[config.mk]
export PLATFORM = sky130hd
export DESIGN_NAME = conv3x3_proc_flat
export DESIGN_NICKNAME = d
export VERILOG_FILES = /design/src/rtl/conv3x3_proc_if.sv /design/src/rtl/conv3x3_proc.sv /design/src/flat_wrapper.sv
export SDC_FILE = /design/constraint.sdc
export NUM_CORES = 2
export LEC_CHECK = 0
export CORE_AREA = 5 5 280 391
export DETAILED_ROUTE_END_ITERATION = 16
export DIE_AREA = 0 0 285 396
export PLACE_DENSITY = 0.71
export SLEW_MARGIN = 20
export SYNTH_ARGS = -nofsm -noshare
export SYNTH_HDL_FRONTEND = slang
export SYNTH_SLANG_ARGS = --single-unit
[constraint.sdc]
create_clock -name clk -period 9.73 [get_ports clk]
set_clock_uncertainty 0.15 [all_clocks]
set_input_delay 1.946 -clock clk [delete_from_list [all_inputs] [get_ports clk]]
set_output_delay 1.946 -clock clk [all_outputs]
set_load 0.005 [all_outputs]
[src/rtl/conv3x3_proc_if.sv]
`default_nettype none
// ============================================================================
// conv3x3_proc_if : frame-buffer read/write and control bundle for conv3x3_proc
// Rev 1.0
// ============================================================================
interface conv3x3_proc_if #(
  parameter int c_nb_img_pxls = 13,
  parameter int c_nb_buf      = 8
);
  logic                     start;
  logic [1:0]               mode;
  logic                     busy;
  logic                     done;
  logic [c_nb_img_pxls-1:0] orig_addr;
  logic [c_nb_buf-1:0]      orig_pxl;
  logic                     proc_we;
  logic [c_nb_img_pxls-1:0] proc_addr;
  logic [c_nb_buf-1:0]      proc_pxl;

  modport master (
    output start, mode, orig_pxl,
    input  busy, done, orig_addr, proc_we, proc_addr, proc_pxl
  );

  modport slave (
    input  start, mode, orig_pxl,
    output busy, done, orig_addr, proc_we, proc_addr, proc_pxl
  );
endinterface
`default_nettype wire

[src/rtl/conv3x3_proc.sv]
`default_nettype none
// ============================================================================
// conv3x3_proc : raster-stream 3x3 processor (passthrough, |gx|, |gy|, |gx|+|gy|)
// Option macro CONV3X3_THRESH_EN binarises gradient modes.    Rev 1.0
// ============================================================================
module conv3x3_proc #(
  parameter int c_img_cols    = 80,
  parameter int c_img_rows    = 60,
  parameter int c_nb_img_pxls = 13,
  parameter int c_nb_buf      = 8,
  parameter int c_thresh      = 64
) (
  input  wire logic     clk,
  input  wire logic     rst,
  conv3x3_proc_if.slave bus
);
  localparam int c_p      = c_img_cols * c_img_rows;
  localparam int c_nb_kc  = $clog2(c_p + c_img_cols + 3);
  localparam int c_nb_k   = (c_nb_kc > c_nb_img_pxls) ? c_nb_kc : c_nb_img_pxls;
  localparam int c_nb_col = $clog2(c_img_cols);
  localparam int c_nb_row = $clog2(c_img_rows);
  localparam int c_nb_s   = c_nb_buf + 2;

  localparam logic [c_nb_k-1:0]   c_k_last_rd   = c_nb_k'(c_p - 1);
  localparam logic [c_nb_k-1:0]   c_k_last_slot = c_nb_k'(c_p + c_img_cols);
  localparam logic [c_nb_k-1:0]   c_k_end       = c_nb_k'(c_p + c_img_cols + 2);
  localparam logic [c_nb_k-1:0]   c_k_first_wr  = c_nb_k'(c_img_cols + 1);
  localparam logic [c_nb_col-1:0] c_col_last    = c_nb_col'(c_img_cols - 1);
  localparam logic [c_nb_row-1:0] c_row_last    = c_nb_row'(c_img_rows - 1);
  localparam logic [c_nb_buf-1:0] c_pxl_max     = '1;
  localparam logic [c_nb_buf-1:0] c_thr         = c_nb_buf'(c_thresh);
`ifdef CONV3X3_THRESH_EN
  localparam bit c_thresh_en = 1'b1;
`else
  localparam bit c_thresh_en = 1'b0;
`endif

  typedef enum logic [1:0] {
    IDLE  = 2'd0,
    RUN   = 2'd1,
    FLUSH = 2'd2
  } state_t;

  state_t              r_state, w_state_nx;
  logic [c_nb_k-1:0]   r_k, w_k_nx;
  logic                w_issue, w_rd, w_latch, w_done_nx;
  logic [1:0]          r_mode;
  logic                r_done;

  logic                r_s1_v, r_s1_rd, r_s1_wr;
  logic [c_nb_col-1:0] r_lbp;
  logic [c_nb_col-1:0] r_cc;
  logic [c_nb_row-1:0] r_cr;
  logic [c_nb_img_pxls-1:0] r_oaddr;

  logic                     r_we;
  logic [c_nb_img_pxls-1:0] r_addr;
  logic [c_nb_buf-1:0]      r_pxl;

  logic [c_nb_buf-1:0] r_lb0 [0:c_img_cols-1];
  logic [c_nb_buf-1:0] r_lb1 [0:c_img_cols-1];
  logic [c_nb_buf-1:0] r_win [0:2][0:1];
  logic [c_nb_buf-1:0] w_in;
  logic [c_nb_buf-1:0] w_col [0:2];
  logic [c_nb_buf-1:0] w_p   [0:2][0:2];

  logic signed [c_nb_buf+2:0] w_gx, w_gy;
  logic [c_nb_buf+2:0]        w_ax, w_ay;
  logic [c_nb_buf+3:0]        w_sel;
  logic [c_nb_buf-1:0]        w_sat, w_bin, w_grad, w_res;
  logic                       w_border;

  function automatic logic [c_nb_s-1:0] f_wsum(input logic [c_nb_buf-1:0] a,
                                               input logic [c_nb_buf-1:0] m,
                                               input logic [c_nb_buf-1:0] b);
    return {2'b00, a} + {1'b0, m, 1'b0} + {2'b00, b};
  endfunction

  function automatic logic [c_nb_buf+2:0] f_abs(input logic signed [c_nb_buf+2:0] v);
    return v[c_nb_buf+2] ? $unsigned(-v) : $unsigned(v);
  endfunction

  always_comb begin
    w_state_nx = r_state;
    w_k_nx     = r_k;
    w_issue    = 1'b0;
    w_rd       = 1'b0;
    w_latch    = 1'b0;
    w_done_nx  = 1'b0;
    case (r_state)
      IDLE: begin
        if (bus.start) begin
          w_state_nx = RUN;
          w_k_nx     = '0;
          w_latch    = 1'b1;
        end
      end
      RUN: begin
        w_issue = 1'b1;
        w_rd    = 1'b1;
        w_k_nx  = r_k + 1'b1;
        if (r_k == c_k_last_rd) w_state_nx = FLUSH;
      end
      FLUSH: begin
        // Slots past P-1 feed zeros; the extra two cycles drain the pipeline.
        w_issue = (r_k <= c_k_last_slot);
        w_k_nx  = r_k + 1'b1;
        if (r_k == c_k_end) begin
          w_state_nx = IDLE;
          w_k_nx     = r_k;
          w_done_nx  = 1'b1;
        end
      end
      default: w_state_nx = IDLE;
    endcase
  end

  always_ff @(posedge clk) begin
    if (rst) begin
      r_state <= IDLE;
      r_k     <= '0;
      r_mode  <= 2'b00;
      r_done  <= 1'b0;
      r_s1_v  <= 1'b0;
      r_s1_rd <= 1'b0;
      r_s1_wr <= 1'b0;
      r_lbp   <= '0;
      r_cc    <= '0;
      r_cr    <= '0;
      r_oaddr <= '0;
      r_we    <= 1'b0;
      r_addr  <= '0;
      r_pxl   <= '0;
    end else begin
      r_state <= w_state_nx;
      r_k     <= w_k_nx;
      r_done  <= w_done_nx;
      r_s1_v  <= w_issue;
      r_s1_rd <= w_rd;
      r_s1_wr <= w_issue && (r_k >= c_k_first_wr);
      r_we    <= r_s1_wr;
      if (r_s1_wr) begin
        r_addr <= r_oaddr;
        r_pxl  <= w_res;
      end
      if (w_latch) begin
        r_mode  <= bus.mode;
        r_lbp   <= '0;
        r_cc    <= '0;
        r_cr    <= '0;
        r_oaddr <= '0;
      end else begin
        if (r_s1_v) r_lbp <= (r_lbp == c_col_last) ? '0 : r_lbp + 1'b1;
        if (r_s1_wr) begin
          r_oaddr <= r_oaddr + 1'b1;
          if (r_cc == c_col_last) begin
            r_cc <= '0;
            r_cr <= r_cr + 1'b1;
          end else begin
            r_cc <= r_cc + 1'b1;
          end
        end
      end
    end
  end

  // Line buffers and window hold data only; contents before first overwrite never reach an output.
  always_ff @(posedge clk) begin
    if (r_s1_v) begin
      r_lb0[r_lbp] <= w_in;
      r_lb1[r_lbp] <= r_lb0[r_lbp];
      for (int r = 0; r < 3; r++) begin
        r_win[r][0] <= r_win[r][1];
        r_win[r][1] <= w_col[r];
      end
    end
  end

  assign w_in     = r_s1_rd ? bus.orig_pxl : '0;
  assign w_col[0] = r_lb1[r_lbp];
  assign w_col[1] = r_lb0[r_lbp];
  assign w_col[2] = w_in;

  // The incoming column is the window's right column, so the result registers in the shift cycle.
  always_comb begin
    for (int r = 0; r < 3; r++) begin
      w_p[r][0] = r_win[r][0];
      w_p[r][1] = r_win[r][1];
      w_p[r][2] = w_col[r];
    end
  end

  assign w_gx = $signed({1'b0, f_wsum(w_p[0][2], w_p[1][2], w_p[2][2])})
              - $signed({1'b0, f_wsum(w_p[0][0], w_p[1][0], w_p[2][0])});
  assign w_gy = $signed({1'b0, f_wsum(w_p[2][0], w_p[2][1], w_p[2][2])})
              - $signed({1'b0, f_wsum(w_p[0][0], w_p[0][1], w_p[0][2])});
  assign w_ax = f_abs(w_gx);
  assign w_ay = f_abs(w_gy);

  always_comb begin
    w_sel = {1'b0, w_ax} + {1'b0, w_ay};
    case (r_mode)
      2'b01:   w_sel = {1'b0, w_ax};
      2'b10:   w_sel = {1'b0, w_ay};
      default: w_sel = {1'b0, w_ax} + {1'b0, w_ay};
    endcase
  end

  assign w_sat    = (w_sel > {4'b0000, c_pxl_max}) ? c_pxl_max : w_sel[c_nb_buf-1:0];
  assign w_bin    = (w_sat >= c_thr) ? c_pxl_max : '0;
  assign w_grad   = c_thresh_en ? w_bin : w_sat;
  assign w_border = (r_cr == '0) || (r_cr == c_row_last) || (r_cc == '0) || (r_cc == c_col_last);
  assign w_res    = (r_mode == 2'b00) ? w_p[1][1] : (w_border ? '0 : w_grad);

  assign bus.busy      = (r_state != IDLE);
  assign bus.done      = r_done;
  assign bus.orig_addr = (r_k > c_k_last_rd) ? c_nb_img_pxls'(c_p - 1) : r_k[c_nb_img_pxls-1:0];
  assign bus.proc_we   = r_we;
  assign bus.proc_addr = r_addr;
  assign bus.proc_pxl  = r_pxl;
endmodule
`default_nettype wire

[src/flat_wrapper.sv]
// flat-port wrapper written by rule: the top's interface ports become plain ports
module conv3x3_proc_flat 
#(
  parameter int c_img_cols    = 80,
  parameter int c_img_rows    = 60,
  parameter int c_nb_img_pxls = 13,
  parameter int c_nb_buf      = 8,
  parameter int c_thresh      = 64
)
  (clk, rst, bus_start, bus_mode, bus_orig_pxl, bus_busy, bus_done, bus_orig_addr, bus_proc_we, bus_proc_addr, bus_proc_pxl);
  conv3x3_proc_if #(.c_nb_img_pxls(c_nb_img_pxls), .c_nb_buf(c_nb_buf)) bus_i ();
  input  wire logic clk;
  input  wire logic rst;
  input wire logic [$bits(bus_i.start)-1:0] bus_start;
  input wire logic [$bits(bus_i.mode)-1:0] bus_mode;
  input wire logic [$bits(bus_i.orig_pxl)-1:0] bus_orig_pxl;
  output wire logic [$bits(bus_i.busy)-1:0] bus_busy;
  output wire logic [$bits(bus_i.done)-1:0] bus_done;
  output wire logic [$bits(bus_i.orig_addr)-1:0] bus_orig_addr;
  output wire logic [$bits(bus_i.proc_we)-1:0] bus_proc_we;
  output wire logic [$bits(bus_i.proc_addr)-1:0] bus_proc_addr;
  output wire logic [$bits(bus_i.proc_pxl)-1:0] bus_proc_pxl;
  assign bus_i.start = bus_start;
  assign bus_i.mode = bus_mode;
  assign bus_i.orig_pxl = bus_orig_pxl;
  assign bus_busy = bus_i.busy;
  assign bus_done = bus_i.done;
  assign bus_orig_addr = bus_i.orig_addr;
  assign bus_proc_we = bus_i.proc_we;
  assign bus_proc_addr = bus_i.proc_addr;
  assign bus_proc_pxl = bus_i.proc_pxl;
  conv3x3_proc #(.c_img_cols(c_img_cols), .c_img_rows(c_img_rows), .c_nb_img_pxls(c_nb_img_pxls), .c_nb_buf(c_nb_buf), .c_thresh(c_thresh)) u_core (.clk(clk), .rst(rst), .bus(bus_i));
endmodule
==> flow_summary.json <==
{
  "async_flop_share_pct": 0,
  "antenna_found_initial": 3,
  "die_height_um": 396,
  "synth_cell_types": 66,
  "critPathLaunchType": "flop",
  "tritoncts": "done",
  "place_hpwl_um": 79600,
  "p_per_area_nw_per_um2": 201,
  "cts-hold-fix-buffers": 0,
  "peakVddDrop_mv": 0.171,
  "worst-path-max-fanout": 24,
  "postCtsSetupBuffers": 0,
  "yosysWarnings": 0,
  "period_minus_slack_ns": 8.79,
  "synth-seq-cells": 1411,
  "seq_area_frac_synth_pct": 72.2,
  "drive_above_1_share_pct": 24.6,
  "antenna_left": 0,
  "cap_violations": 0,
  "io_pins": 50,
  "syn_avg_cell_area_um2": 20.4,
  "grt_pass1_wl_um": 196000,
  "synth-edff-count": 1328,
  "clk_latency_ns": 0.74,
  "cts.clk_slew.worst_paths_ns": 0.07,
  "design_area_um2": 64400,
  "start_util_pct": 54.6,
  "cts_sinks": 1411,
  "first_global_vias": 29000,
  "grt_max_degree": 82,
  "htreeDepth": 3,
  "vias": 28000,
  "drcViolationCount": 0,
  "fin_nets": 3128,
  "first_iter_violations": 2975,
  "status": "finished, final reports clean",
  "tightestPinTransition_ns": 0.961,
  "die-area_um2": 113000,
  "area_delta_synth_final_pct": 11.9,
  "port-buffer-count": 49,
  "synthCells": 2822,
  "core_um2": 105000,
  "place.gp.congestion": 0.873,
  "grt_setup_unrepaired": "no",
  "cts_inserted_buffers": 121,
  "fp-row-count": 141,
  "wl_per_cell_um": 29.6,
  "grt-ovfl-total": 0,
  "post-route-period-util_pct": 90.4,
  "crit_path_end_kind": "flop",
  "max_stage_delay_ns": 0.60,
  "vias_per_cell": 6.28,
  "die_x_um": 285,
  "hold_violations": 0,
  "syn-cell-area_um2": 57500,
  "path_class": "flop to flop",
  "required_ns": 10.20,
  "cts-root-buf": "clkbuf_16",
  "drv_slew": 0,
  "clock.fmax_mhz": 114,
  "setup_violations": 0,
  "hold_class": "flop to flop",
  "cp_slowest_cell": "mux4_2",
  "maxSlewHeadroom_pct": 35.9,
  "clockBufferDepth": 3,
  "crit_arrival_ns": 9.26,
  "drt_pass1_iterations": 5,
  "p_leak_nw": 20.1,
  "place_area_um2": 60400,
  "routed_wl_um": 132000,
  "syn_nets": 2953,
  "synth_ff_type": "edfxtp_1",
  "grt_use_total_pct": 23.6,
  "cts_resized": 0,
  "tns_ns": 0
}
==> layer usage <==
metal	vias to the layer above	track usage [%]	part of all wire, %
met3	193	3.09	6.5
met4	4	7.05	3.0
li1	11700	-	-
met1	14900	30.3	37
met2	1160	42.6	54
met5	-	0	0.026
==> critical path, delay by kind of cell, from the launching register on <==
family	cells	cell delay (ns)
compound gates	9	2.27
mux	4	1.96
flops	1	0.51
fa+ha+maj	5	2.17
xor+xnor	1	0.17
buf+inv	4	0.78
simple gates	4	0.62
==> per-stage QoR <==
stage               instances  total power [mW]  utilization [%]  setup WS, ns  hold slack (ns)
finish                   4461              13.0             61.2         0.937            0.314
global route             4460              13.4             61.2         0.417            0.330
CTS                      4460              13.0             61.1         0.974            0.304
detailed placement       4232              8.24             57.4          1.07            0.289
global placement         4232              8.20             57.4          1.22            0.288
floorplan                2822              7.88                -          1.33            0.276
==> logic make-up (layout without fill, tap and decap cells) <==
logic type / Yosys count / count (layout) / synth area share, %
fa+ha+maj: 118 / 118 / 3.39
flops: 1411 / 1411 / 72.2
mux: 453 / 453 / 16.9
xor+xnor: 67 / 67 / 1.02
compound gates: 132 / 132 / 1.55
buf+inv: 259 / 539 / 1.82
simple gates: 382 / 382 / 3.08
other cells: 0 / 1 / 0
==> layout by cell type, fill, tap and decap left out, types with 6 or more instances in the layout <==
cell type,netlist,layout
edfxtp_1,1328,1328
mux4_2,416,416
nor2_1,175,175
clkbuf_16,0,121
inv_1,129,120
buf_4,3,115
dfxtp_1,83,76
nand2_1,69,69
fa_1,63,63
ha_1,55,55
clkdlybuf4s50_1,0,49
a21oi_1,36,36
xnor2_1,35,35
clkinv_1,0,35
xor2_1,32,32
mux2i_1,31,31
o21ai_0,24,24
nor2b_1,24,24
nand3_1,24,24
clkinv_2,0,19
clkbuf_1,70,18
buf_12,0,18
bufinv_16,0,15
nand4_1,14,14
nor3_1,14,12
nand2b_1,12,11
inv_2,0,9
or2_2,7,7
nor3b_1,7,7
or3_1,7,7
clkinvlp_4,0,7
a21o_1,6,6
o21bai_1,6,6
a221oi_1,6,6
and3_1,6,6
a31oi_1,6,6
==> flip-flops by register name, indices dropped and copies added (netlist names), named ones only <==
name / count
u_core.r_lb0: 640
u_core.r_lb1: 640
u_core.r_win: 48
u_core.bus.proc_addr: 13
u_core.r_k: 13
u_core.r_oaddr: 13
u_core.bus.proc_pxl: 8
u_core.r_cc: 7
u_core.r_lbp: 7
u_core.r_cr: 6
u_core.r_mode: 2
u_core.r_state: 2
u_core.bus.done: 1
u_core.bus.proc_we: 1
u_core.r_s1_rd: 1
u_core.r_s1_v: 1
u_core.r_s1_wr: 1
==> worst paths after layout <==
kind                           startpoint  cells past startpoint                                   to  slack, ns
min reg2reg  u_core.r_win[0][4]$_DFFE_PP_                      0        u_core.r_win[0][12]$_DFFE_PP_       0.31
max reg2reg                          flop                     27  u_core.bus.proc_pxl[3]$_SDFFE_PP0P_       0.94
max                                  flop                     27  u_core.bus.proc_pxl[3]$_SDFFE_PP0P_       0.94
min          u_core.r_win[0][4]$_DFFE_PP_                      0        u_core.r_win[0][12]$_DFFE_PP_       0.31
==> final cells by class <==
type	count	area (um2)
multi-input combinational	1152	15000
clock buffer	139	3100
timing repair buffer	182	1710
fill	7147	40900
inverter	129	484
tap	1358	1700
sequential	1411	41600
antenna	1	2.50
clock inverter	89	891
==> synth_stat cells (all sizes together) (7+ instances only) <==
library cell | number | share of area, %
edfxtp | 1328 | 69
mux4 | 416 | 16
nor2 | 175 | 1.1
inv | 129 | 0.84
dfxtp | 83 | 2.9
clkbuf | 70 | 0.46
nand2 | 69 | 0.45
fa | 63 | 2.2
buf | 60 | 0.52
ha | 55 | 1.2
a21oi | 36 | 0.31
xnor2 | 35 | 0.53
xor2 | 32 | 0.49
mux2i | 31 | 0.54
o21ai | 26 | 0.23
nand3 | 24 | 0.21
nor2b | 24 | 0.26
nand4 | 14 | 0.15
nor3 | 14 | 0.12
nand2b | 12 | 0.13
nor3b | 7 | 0.091
or2 | 7 | 0.076
or3 | 7 | 0.076
==> power breakdown <==
part           leakage [nW]  switching (mW)  internal (mW)
clock network          1.92            2.15           2.69
logic                  5.59           0.881          0.602
registers              12.6         0.00945           6.63
Note: power is estimated with default switching activity, not from simulation.
